**src/rtl/sad_pkg.sv**
```systemverilog
// Shared definitions for the block SAD datapath and controller.
// Holds the lane count, the FSM state type and the result-width helper.
package sad_pkg;

  localparam int LANES = 4;

  typedef enum logic [1:0] {
    IDLE,
    ACCUM,
    DONE
  } state_t;

  // Result width that holds LANES*beats worst-case |cur-ref| terms without overflow.
  function automatic int sad_width(input int pix_w, input int beats);
    return pix_w + $clog2(LANES * beats);
  endfunction

endpackage

```
**src/rtl/sad_lane_reducer.sv**
```systemverilog
// Combinational beat reducer: four |cur-ref| units, a 4:2 compressor row, one carry-propagate add.
// Zero latency; no flow control of its own (the controller decides when the beat sum is used).
module sad_lane_reducer
  import sad_pkg::*;
#(
  parameter int PIX_W = 8
) (
  input  logic [LANES*PIX_W-1:0] cur_pix,
  input  logic [LANES*PIX_W-1:0] ref_pix,
  output logic [PIX_W+1:0]       beat_sum
);

  localparam int W = PIX_W + 2;

  logic [PIX_W:0] diff [LANES];
  logic [W-1:0]   absd [LANES];
  logic [W-1:0]   s1, c1, s2, c2;

  always_comb begin
    for (int k = 0; k < LANES; k++) begin
      diff[k] = {1'b0, cur_pix[k*PIX_W +: PIX_W]} - {1'b0, ref_pix[k*PIX_W +: PIX_W]};
      absd[k] = {1'b0, diff[k][PIX_W] ? -diff[k] : diff[k]};
    end
  end

  // Two 3:2 stages form the 4:2 row; carries dropped off the top are harmless
  // because the true sum always fits in W bits, so the modular result is exact.
  assign s1 = absd[0] ^ absd[1] ^ absd[2];
  assign c1 = ((absd[0] & absd[1]) | (absd[0] & absd[2]) | (absd[1] & absd[2])) << 1;
  assign s2 = s1 ^ c1 ^ absd[3];
  assign c2 = ((s1 & c1) | (s1 & absd[3]) | (c1 & absd[3])) << 1;

  assign beat_sum = s2 + c2;

endmodule

```
**src/rtl/sad_block_controller.sv**
```systemverilog
// Block SAD sequencer: accumulates BLOCK_BEATS 4-lane beats, result valid 1 cycle after the last beat;
// holds the result until sad_ready. Optional min tracker under macro SAD_MIN_TRACK_EN.
module sad_block_controller
  import sad_pkg::*;
#(
  parameter int  PIX_W       = 8,
  parameter int  BLOCK_BEATS = 16,
  localparam int SAD_W       = sad_width(PIX_W, BLOCK_BEATS)
) (
  input  logic                   clk,
  input  logic                   rst,
  input  logic                   start,
  output logic                   busy,
  input  logic                   in_valid,
  output logic                   in_ready,
  input  logic [LANES*PIX_W-1:0] cur_pix,
  input  logic [LANES*PIX_W-1:0] ref_pix,
  output logic                   sad_valid,
  input  logic                   sad_ready,
`ifdef SAD_MIN_TRACK_EN
  input  logic                   clear_min,
  output logic [SAD_W-1:0]       min_sad,
  output logic [7:0]             min_idx,
  output logic [SAD_W-1:0]       sad_out
`else
  output logic [SAD_W-1:0]       sad_out
`endif
);

  localparam int CNT_W  = $clog2(BLOCK_BEATS);
  localparam int BSUM_W = PIX_W + 2;

  state_t            state;
  logic [SAD_W-1:0]  acc;
  logic [SAD_W-1:0]  acc_next;
  logic [CNT_W-1:0]  beat_cnt;
  logic [BSUM_W-1:0] beat_sum;
  logic              last_beat;

  sad_lane_reducer #(
    .PIX_W(PIX_W)
  ) u_reducer (
    .cur_pix (cur_pix),
    .ref_pix (ref_pix),
    .beat_sum(beat_sum)
  );

  assign acc_next  = acc + SAD_W'(beat_sum);
  assign last_beat = (beat_cnt == CNT_W'(BLOCK_BEATS - 1));

  always_ff @(posedge clk or posedge rst) begin
    if (rst) begin
      state     <= IDLE;
      acc       <= '0;
      beat_cnt  <= '0;
      busy      <= 1'b0;
      in_ready  <= 1'b0;
      sad_valid <= 1'b0;
      sad_out   <= '0;
    end else begin
      case (state)
        IDLE: begin
          if (start) begin
            state    <= ACCUM;
            acc      <= '0;
            beat_cnt <= '0;
            busy     <= 1'b1;
            in_ready <= 1'b1;
          end
        end
        ACCUM: begin
          if (in_valid && in_ready) begin
            acc <= acc_next;
            if (last_beat) begin
              // Result is loaded with the final beat folded in, so it is valid next cycle.
              state     <= DONE;
              beat_cnt  <= '0;
              in_ready  <= 1'b0;
              sad_valid <= 1'b1;
              sad_out   <= acc_next;
            end else begin
              beat_cnt <= beat_cnt + 1'b1;
            end
          end
        end
        DONE: begin
          if (sad_ready) begin
            sad_valid <= 1'b0;
            if (start) begin
              state    <= ACCUM;
              acc      <= '0;
              beat_cnt <= '0;
              in_ready <= 1'b1;
            end else begin
              state <= IDLE;
              busy  <= 1'b0;
            end
          end
        end
        default: begin
          state     <= IDLE;
          busy      <= 1'b0;
          in_ready  <= 1'b0;
          sad_valid <= 1'b0;
        end
      endcase
    end
  end

`ifdef SAD_MIN_TRACK_EN
  logic [7:0] cand_idx;

  // Strict compare keeps the earlier candidate on ties; clear beats a same-cycle handshake.
  always_ff @(posedge clk or posedge rst) begin
    if (rst) begin
      min_sad  <= '1;
      min_idx  <= '0;
      cand_idx <= '0;
    end else if (clear_min) begin
      min_sad  <= '1;
      min_idx  <= '0;
      cand_idx <= '0;
    end else if (sad_valid && sad_ready) begin
      cand_idx <= cand_idx + 8'd1;
      if (sad_out < min_sad) begin
        min_sad <= sad_out;
        min_idx <= cand_idx;
      end
    end
  end
`endif

endmodule

```
**config.mk**
```make
export PLATFORM = sky130hd
export DESIGN_NAME = sad_block_controller
export DESIGN_NICKNAME = d
export VERILOG_FILES = /design/src/rtl/sad_pkg.sv /design/src/rtl/sad_lane_reducer.sv /design/src/rtl/sad_block_controller.sv
export SDC_FILE = /design/constraint.sdc
export NUM_CORES = 1
export LEC_CHECK = 0
export CAP_MARGIN = 20
export CORE_ASPECT_RATIO = 0.9
export CORE_MARGIN = 1
export CORE_UTILIZATION = 42
export CTS_CLUSTER_DIAMETER = 200
export DETAILED_ROUTE_END_ITERATION = 12
export PLACE_DENSITY_LB_ADDON = 0.1
export REMOVE_ABC_BUFFERS = 1
export SLEW_MARGIN = 20
export SYNTH_ARGS = -nofsm -noshare
export SYNTH_HDL_FRONTEND = slang
export SYNTH_SLANG_ARGS = --single-unit
```
**constraint.sdc**
```tcl
create_clock -name clk -period 2.25 [get_ports clk]
set_input_delay 0.675 -clock clk [delete_from_list [all_inputs] [get_ports clk]]
set_output_delay 0.675 -clock clk [all_outputs]
set_load 0.005 [all_outputs]
```
# ---- Word level (Yosys, flattened, before mapping)
# Cells that the tools add are included.
dict set report totals {
  regBits 37
  out_inout_bits 17
  in_bits 69
}
dict set report op_classes {
  add_sub_neg 11
  eq_ne 8
  n_reduce_logical 9
  bitwise 16
  mux 32
}
# op n
set ops {}
lappend ops {{$and 9x9->9} 6}
lappend ops {{$mux 14} 3}
lappend ops {{$pmux 14 s3} 1}
lappend ops {{$mux 9} 4}
lappend ops {{$neg 9->9} 4}
lappend ops {{$or 9x9->9} 4}
lappend ops {{$sub 8x8->9} 4}
lappend ops {{$xor 9x9->9} 2}
lappend ops {{$mux 4} 4}
lappend ops {{$add 14x10->14} 1}
lappend ops {{$pmux 4 s3} 1}
lappend ops {{$reduce_and 4->1} 3}
lappend ops {{$mux 1} 11}
lappend ops {{$add 10x10->10} 1}
lappend ops {{$ne 2x2->1 const B} 5}
lappend ops {{$xor 10x10->10} 1}
lappend ops {{$xor 10x9->10} 1}
lappend ops {{$pmux 1 s3} 3}
lappend ops {{$reduce_and 3->1} 3}
lappend ops {{$mux 2} 4}
lappend ops {{$pmux 2 s3} 1}
lappend ops {{$add 4x1->4 const B} 1}
lappend ops {{$eq 4x4->1 const B} 1}
lappend ops {{$reduce_bool 3->1} 1}
lappend ops {{other kinds (5)} 6}

# ---- Depth between registers and ports, before layout
# Gate-level depths: netlist (run 1).
dict set report logic_depth {
  word_depth 13
  mapped_depth 26
  ltp_nobuf 26
}

# ---- By module
# From an unflattened synthesis (run 1), not the netlist that was laid out.
dict set report hier_totals {
  hier_cells 559
  hier_area_um2 4782.1
}
# mod cells_per_inst instances seq_area_each_um2 area_each_um2
set modules_own_cells {}
lappend modules_own_cells {sad_lane_reducer 370 1 0.0 2757.6}
lappend modules_own_cells {sad_block_controller 189 1 925.9 2024.4}

# ---- Worst setup path after synthesis (run 1)
# No wires, ideal clock.
dict set report synth_path {
  path_kind {input-to-reg}
  startpoint {input port cur_pix[16]}
  endpoint {register acc[12]}
  n_path_buf 0
  setup_time_ns 0.124
  stages 26
  path_slack_ns -4.050
  arrival_time_ns 6.176
  cell_sequence {inv_1 ha_1 fa_1 and2b_1 o21a_4 o311a_1 o21ai_4 and2_2 o21ai_0 fa_1 fa_1 ha_1 fa_1 a21o_1 a21oi_1 nor2b_1 o21ai_0 nor2b_1 xnor2_1 ha_1 and2_1 and3_1 o211ai_1 a31oi_2 o31ai_1 a211o_1}
}
dict set report synth_via {
  elab_chain_len 13
}
# element line_no
set synth_lines {}
lappend synth_lines {{from (decl)} sad_block_controller.sv:16} ;# input logic [LANES*PIX_W-1:0] cur_pix,
lappend synth_lines {{$sub 8x8->9 (*)} sad_lane_reducer.sv:21} ;# diff[k] = {1'b0, cur_pix[k*PIX_W +: PIX_W]} - {1'b0, ref_pix[k*PIX_W +: PIX_W]};
lappend synth_lines {{$neg 9->9} sad_lane_reducer.sv:22} ;# absd[k] = {1'b0, diff[k][PIX_W] ? -diff[k] : diff[k]};
lappend synth_lines {{$mux 9 (*)} sad_lane_reducer.sv:22}
lappend synth_lines {{$and 9x9->9} sad_lane_reducer.sv:29} ;# assign c1 = ((absd[0] & absd[1]) | (absd[0] & absd[2]) | (absd[1] & absd[2])) << 1;
lappend synth_lines {{$or 9x9->9 (2 in a row)} sad_lane_reducer.sv:29}
lappend synth_lines {{$and 9x9->9} sad_lane_reducer.sv:31} ;# assign c2 = ((s1 & c1) | (s1 & absd[3]) | (c1 & absd[3])) << 1;
lappend synth_lines {{$or 9x9->9 (2 in a row)} sad_lane_reducer.sv:31}
lappend synth_lines {{$add 10x10->10 (*)} sad_lane_reducer.sv:33} ;# assign beat_sum = s2 + c2;
lappend synth_lines {{$add 14x10->14 (*)} sad_block_controller.sv:48} ;# assign acc_next = acc + SAD_W'(beat_sum);
lappend synth_lines {{$mux 14 (*)} sad_block_controller.sv:72} ;# if (in_valid && in_ready) begin
lappend synth_lines {{$pmux 14 s3 (*)} sad_block_controller.sv:61} ;# case (state)
lappend synth_lines {{to (signal assigned)} sad_block_controller.sv:73} ;# acc <= acc_next;
lappend synth_lines {{to (decl)} sad_block_controller.sv:34} ;# logic [SAD_W-1:0] acc;
# Every way passes the cells marked *; elsewhere a longest branch is shown, timed or not. The select of a mux whose other input is x is not followed.
# A chain may end at the register's enable or synchronous reset.

# ---- Worst setup path in the final report (run 1)
# Ends and elaborated chain as after synthesis.

==> results.py, run 1 <==
metrics = {
    "status": {
        "status": "finished with violations",
        "violations": "negative setup slack",
    },
    "sta": {
        "period_needed_ps": 6445,
        "fin_ws_ps": -4195,
        "slew_headroom": 0.5185,
        "post-route-period-util": 2.864,
        "hold_violations": 0,
        "rsz0062_at_grt": "yes",
        "slew_violations": 0,
        "fmax_ghz": 0.1552,
        "setup_viol": 26,
        "tightest_slew_ps": 722.3,
        "clock_skew_ps": 5.079,
    },
    "hold_path": {
        "hp-class": "register to register",
    },
    "detailed_routing": {
        "final_antenna_net_count": 0,
        "drc": 0,
        "vias": 5521,
        "drt_iter0_drc": 205,
        "routed_wl_mm": 16.31,
        "via_per_inst": 5.339,
        "firstDrtPassIters": 5,
        "routedWlPerCell_um": 15.77,
    },
    "clock_network": {
        "clk_path_buf_depth": 2,
        "cts_tree": "done",
        "clk_pin_slew_ps": 60,
        "clock_sinks": 37,
        "cts.hold.buffers_added": 0,
        "numCtsBuffers": 5,
        "clock_latency_ps": 270,
        "h-tree-depth": 2,
        "root_buffer": "clkbuf_16",
    },
    "yosys": {
        "synth_seq_cells": 37,
        "yosys.area.top_type_share": 0.1817,
        "netlist_top_cells_count": "inv_1, ha_1, nand2_1",
        "synthTopCellsByArea": "dfrtp_1, ha_1, fa_1",
        "synth-main-ff-cell": "dfrtp_1",
        "ys_types": 70,
        "ys_seq_area_frac": 0.1817,
        "synthesis.area_um2": 5096,
        "synth.most_common_cell": "inv_1",
        "synth-async-reset-ratio": 1.000,
        "syn-instance-count": 594,
        "yosysWarningCount": 0,
        "synth-edff-count": 0,
        "syn_avg_cell_area_um2": 8.579,
        "synth_top_area_cell": "dfrtp_1",
    },
    "place": {
        "port_buffers": 85,
        "place_congestion": 0.8865,
        "place_ws_ps": -4788,
        "hpwl_mm": 11.24,
        "place_area_um2": 7269,
    },
    "grt": {
        "antenna_found_initial": 0,
        "grt_usage": 0.2481,
        "met1_usage": 0.3110,
        "grt_first_pass_wirelength_mm": 25.89,
        "busiest_layer": "met2",
        "grt_pass1_vias": 5778,
        "grt.met2_usage": 0.4618,
        "grt_max_degree": 38,
        "overflow": 0,
        "use_met3": 0.03165,
    },
    "critical_path": {
        "slowest_stage": "fa_1",
        "end_kind": "register",
        "criticalPathCategory": "primary input to register",
        "cp_common_cell": "buf_6",
        "worst-path-buf-inv": 6,
        "cp-start-kind": "primary input",
        "slowest_delay_ps": 540,
        "worstPathMaxFanout": 4,
        "critical-path-top-delay-family": "compound AO/OA/AOI/OAI gates",
        "worst_ep_required_time_ps": 2410,
        "crit_arrival_ps": 6600,
    },
    "finish": {
        "ff_latch_area_um2": 925.9,
        "fin_util": 0.7519,
        "final_cell_area_um2": 8737,
        "drive_gt1_frac": 0.4112,
        "syn2layout_area_growth_pct": 71.45,
        "antenna_cells": 0,
        "multi_input_area_um2": 4768,
        "nets": 1027,
        "fillers": 826,
    },
    "floorplanning": {
        "die_w_um": 118.1,
        "chipHeight_um": 106.5,
        "dieArea_um2": 12580,
        "core-area_um2": 11620,
        "ios": 86,
        "initial_utilization": 0.4386,
        "core.rowCount": 37,
    },
    "job": {
        "drv_cap": 0,
    },
}
cells in the final DEF, fill, tap and decap left out, drive strengths merged, types with 6 or more instances in the layout:
master	instances
nor2b	11
a21oi	36
fa	23
nor2	28
clkbuf	7
o211ai	18
xnor2	34
nand3b	6
nand2	39
o21ai	24
nor3	17
ha	57
dlygate4sd2	22
o21a	17
clkdlybuf4s50	51
a21o	13
buf	208
nand2b	8
or3	7
and2	6
dfrtp	37
or2	8
or4	6
xor2	26
a22o	9
nand3	13
inv	66
a31oi	12
path summary, 6_finish.rpt:
check	endpoint	depth (start not counted)	startpoint	slack, ps
worst max-delay path	acc[12]$_DFFE_PP0P_	29	cur_pix[16]	-4190
worst min-delay path	sad_out[3]$_DFFE_PP0P_	2	sad_out[3]$_DFFE_PP0P_	470
worst max register to register	sad_out[8]$_DFFE_PP0P_	10	acc[0]$_DFFE_PP0P_	-290
worst min register to register	sad_out[3]$_DFFE_PP0P_	2	sad_out[3]$_DFFE_PP0P_	470
max in group asynchronous	acc[10]$_DFFE_PP0P_	3	rst	1050
min in group asynchronous	busy$_DFFE_PP0P_	3	rst	840
metal layers:
metal | up-vias | wire [µm]
met5 | - | 0
met4 | 0 | 175
met3 | 22 | 704
met2 | 147 | 8391
met1 | 2678 | 7036
li1 | 2674 | -
kinds of logic (layout without fill, tap and decap cells):
logic type      after synthesis  in the layout  share of synthesized area
buf+inv                      75            359                    0.05721
xor+xnor                     60             60                     0.1031
compound gates              167            167                     0.2362
simple gates                167            167                     0.1746
fa+ha+maj                    80             80                     0.2303
flops                        37             37                     0.1817
mux                           8              8                    0.01694
flip-flops by register name, summed over array words and instances (netlist names):
name / cells
acc: 14
sad_out: 14
beat_cnt: 4
state: 2
busy: 1
in_ready: 1
sad_valid: 1
area by class of cell:
| cell class | instances | share of cell area |
|---|---|---|
| clock buffer | 7 | 0.01633 |
| inverter | 66 | 0.02921 |
| multi-input combinational | 482 | 0.5458 |
| sequential | 37 | 0.1060 |
| tap | 156 | 0.02234 |
| timing repair buffer | 286 | 0.2804 |
stage by stage:
stage / instances / TNS (ps) / hold WS [ps]
floorplan: 585 / -83880 / 439.8
global placement: 982 / -105310 / 456.6
detailed placement: 982 / -108900 / 462.2
CTS: 1022 / -87330 / 475.9
global route: 1034 / -94450 / 507.4
finish: 1034 / -91330 / 472.1
tightest hold or removal path, cell delays in order, from the launching register on:
cell and delay [ps]:
dfrtp_1 340, nand2_1 50, nand2_1 50
repair_timing:
action | in CTS | in global routing
gates resized for setup | 223 | 41
pin swaps | 122 | 61
setup buffers | 36 | 15
setup endpoints to repair | 32 | 27
Power of run 1 is not shown: default switching activity piles up to over one toggle a cycle in this logic, so the estimate is an artifact.
==> run 2: changes to the inputs <==
--- a/config.mk
+++ b/config.mk
@@ -11,6 +11,7 @@
 export CORE_UTILIZATION = 42
 export CTS_CLUSTER_DIAMETER = 200
 export DETAILED_ROUTE_END_ITERATION = 12
+export DONT_BUFFER_PORTS = 1
 export PLACE_DENSITY_LB_ADDON = 0.1
 export REMOVE_ABC_BUFFERS = 1
 export SLEW_MARGIN = 20
==> run 2 against run 1 <==
  * The flow still finishes with violations (negative setup slack)
  * Critical path type unchanged
  * Worst hold slack got worse by 81 ps
  * Global-route usage decreased by 3.2 points
  * Critical path depth decreased by 3
  * Non-clock buffer count decreased by 128
  * Cell area decreased by 18%
  * Core utilization decreased by 13 points
  * Via count decreased by 13%
  * Count of clock-buffer cells in the layout decreased by 1
  * Sequential cell count unchanged
==> results.py, run 2 (same netlist as run 1, synthesis figures left out) <==
metrics = {
    "floorplanning": {
        "core-area_um2": 11620,
        "ios": 86,
        "core.rowCount": 37,
        "die_w_um": 118.1,
        "chipHeight_um": 106.5,
        "dieArea_um2": 12580,
        "initial_utilization": 0.4386,
    },
    "critical_path": {
        "slowest_stage": "fa_1",
        "criticalPathCategory": "primary input to register",
        "worst_ep_required_time_ps": 2420,
        "critical-path-top-delay-family": "adder cells",
        "end_kind": "register",
        "worstPathMaxFanout": 4,
        "worst-path-buf-inv": 2,
        "cp-start-kind": "primary input",
        "slowest_delay_ps": 580,
        "crit_arrival_ps": 6050,
    },
    "grt": {
        "overflow": 0,
        "grt_first_pass_wirelength_mm": 22.26,
        "use_met3": 0.03487,
        "grt.met2_usage": 0.3605,
        "met1_usage": 0.2974,
        "grt_max_degree": 38,
        "grt_pass1_vias": 4838,
        "antenna_found_initial": 0,
        "busiest_layer": "met2",
        "grt_usage": 0.2162,
    },
    "hold_path": {
        "hp-class": "primary input to async pin",
    },
    "finish": {
        "drive_gt1_frac": 0.3515,
        "nets": 899,
        "fillers": 980,
        "antenna_cells": 0,
        "stdcell_count": 907,
        "final_common_cell": "buf_4",
        "syn2layout_area_growth_pct": 41.25,
        "layout_common_cells": "buf_4, inv_1, ha_1",
        "top_regs": "acc: 14 flops, sad_out: 14 flops, beat_cnt: 4 flops",
    },
    "clock_network": {
        "cts_tree": "done",
        "clk_pin_slew_ps": 60,
        "clock_latency_ps": 290,
        "root_buffer": "clkbuf_16",
        "clock_sinks": 37,
        "numCtsBuffers": 5,
        "h-tree-depth": 2,
        "cts.hold.buffers_added": 0,
        "clk_path_buf_depth": 2,
    },
    "detailed_routing": {
        "via_per_inst": 5.304,
        "drt_iter0_drc": 187,
        "routed_wl_mm": 13.39,
        "firstDrtPassIters": 4,
        "vias": 4811,
        "final_antenna_net_count": 0,
        "drc": 0,
        "routedWlPerCell_um": 14.76,
    },
    "sta": {
        "slew_headroom": 0.4790,
        "holdWs_ps": 391.6,
        "finalSetupTns_ps": -79130,
        "fmax_ghz": 0.1701,
        "tightest_slew_ps": 781.6,
        "rsz0062_at_grt": "yes",
        "fin_ws_ps": -3629,
        "clock_skew_ps": 5.202,
        "setup_viol": 26,
        "period_needed_ps": 5879,
        "post-route-period-util": 2.613,
        "hold_violations": 0,
        "slew_violations": 0,
    },
    "place": {
        "port_buffers": 0,
        "place_congestion": 0.8382,
        "placedCellCount": 886,
        "place_ws_ps": -4279,
        "hpwl_mm": 10.18,
    },
    "status": {
        "status": "finished with violations",
        "violations": "negative setup slack",
    },
    "job": {
        "drv_cap": 0,
    },
}
==> run 2: cell types whose count changed in the layout (fill, tap and decap cells not counted), moves of 12 or more <==
cell             before  now
clkdlybuf4s50_1      51    0
dlygate4sd2_1        22    0
buf_4               169  147
inv_1                51   63
buf_6                34   11
==> run 2: area by class of cell <==
| class | instances | area [µm²] | area share |
|---|---|---|---|
| Multi-Input combinational cell | 482 | 4434 | 0.6160 |
| Clock buffer | 6 | 128.9 | 0.01790 |
| Timing Repair Buffer | 158 | 1227 | 0.1705 |
| Clock inverter | 2 | 10.01 | 0.001391 |
| Sequential cell | 37 | 925.9 | 0.1286 |
| Inverter | 66 | 276.5 | 0.03841 |
| Tap cell | 156 | 195.2 | 0.02712 |
==> run 2: through the flow <==
stage	area (µm²)	utilization
floorplan	5052	-
global placement	6336	0.5453
detailed placement	6336	0.5453
CTS	6847	0.5892
global route	7198	0.6195
finish	7198	0.6195
==> run 2: timing repair <==
item	in CTS	in global routing
gates cloned	0	0
resized for setup	72	51
endpoints found under the hold margin	0	0
pin swaps	50	48
endpoints found under the setup margin	28	27
buffers inserted	7	11
==> run 2: path summary, 6_finish.rpt <==
kind	startpoint	depth (start not counted)	end	slack, ps
max	cur_pix[16]	26	acc[12]$_DFFE_PP0P_	-3630
min	rst	2	sad_valid$_DFFE_PP0P_	390
max reg2reg	acc[0]$_DFFE_PP0P_	10	acc[12]$_DFFE_PP0P_	-100
min reg2reg	sad_out[3]$_DFFE_PP0P_	2	sad_out[3]$_DFFE_PP0P_	500
max in group asynchronous	rst	2	sad_out[10]$_DFFE_PP0P_	1500
min in group clk	sad_out[3]$_DFFE_PP0P_	2	sad_out[3]$_DFFE_PP0P_	500
==> run 2: layer usage <==
metal,part of all wire,vias up
li1,-,2428
met1,0.48,2269
met2,0.47,100
met3,0.043,14
met4,0.011,0
met5,0,-
==> run 2: worst reg2reg max path: stages (launching register included) <==
cell and delay, ps:
dfrtp_1 410, ha_4 150, inv_1 50, fa_1 420, nor2b_1 130, o21a_1 180
buf_6 120, o211ai_1 100, a31oi_2 260, o31ai_2 140, a211o_1 290
Power of run 2 is left out for the same reason.
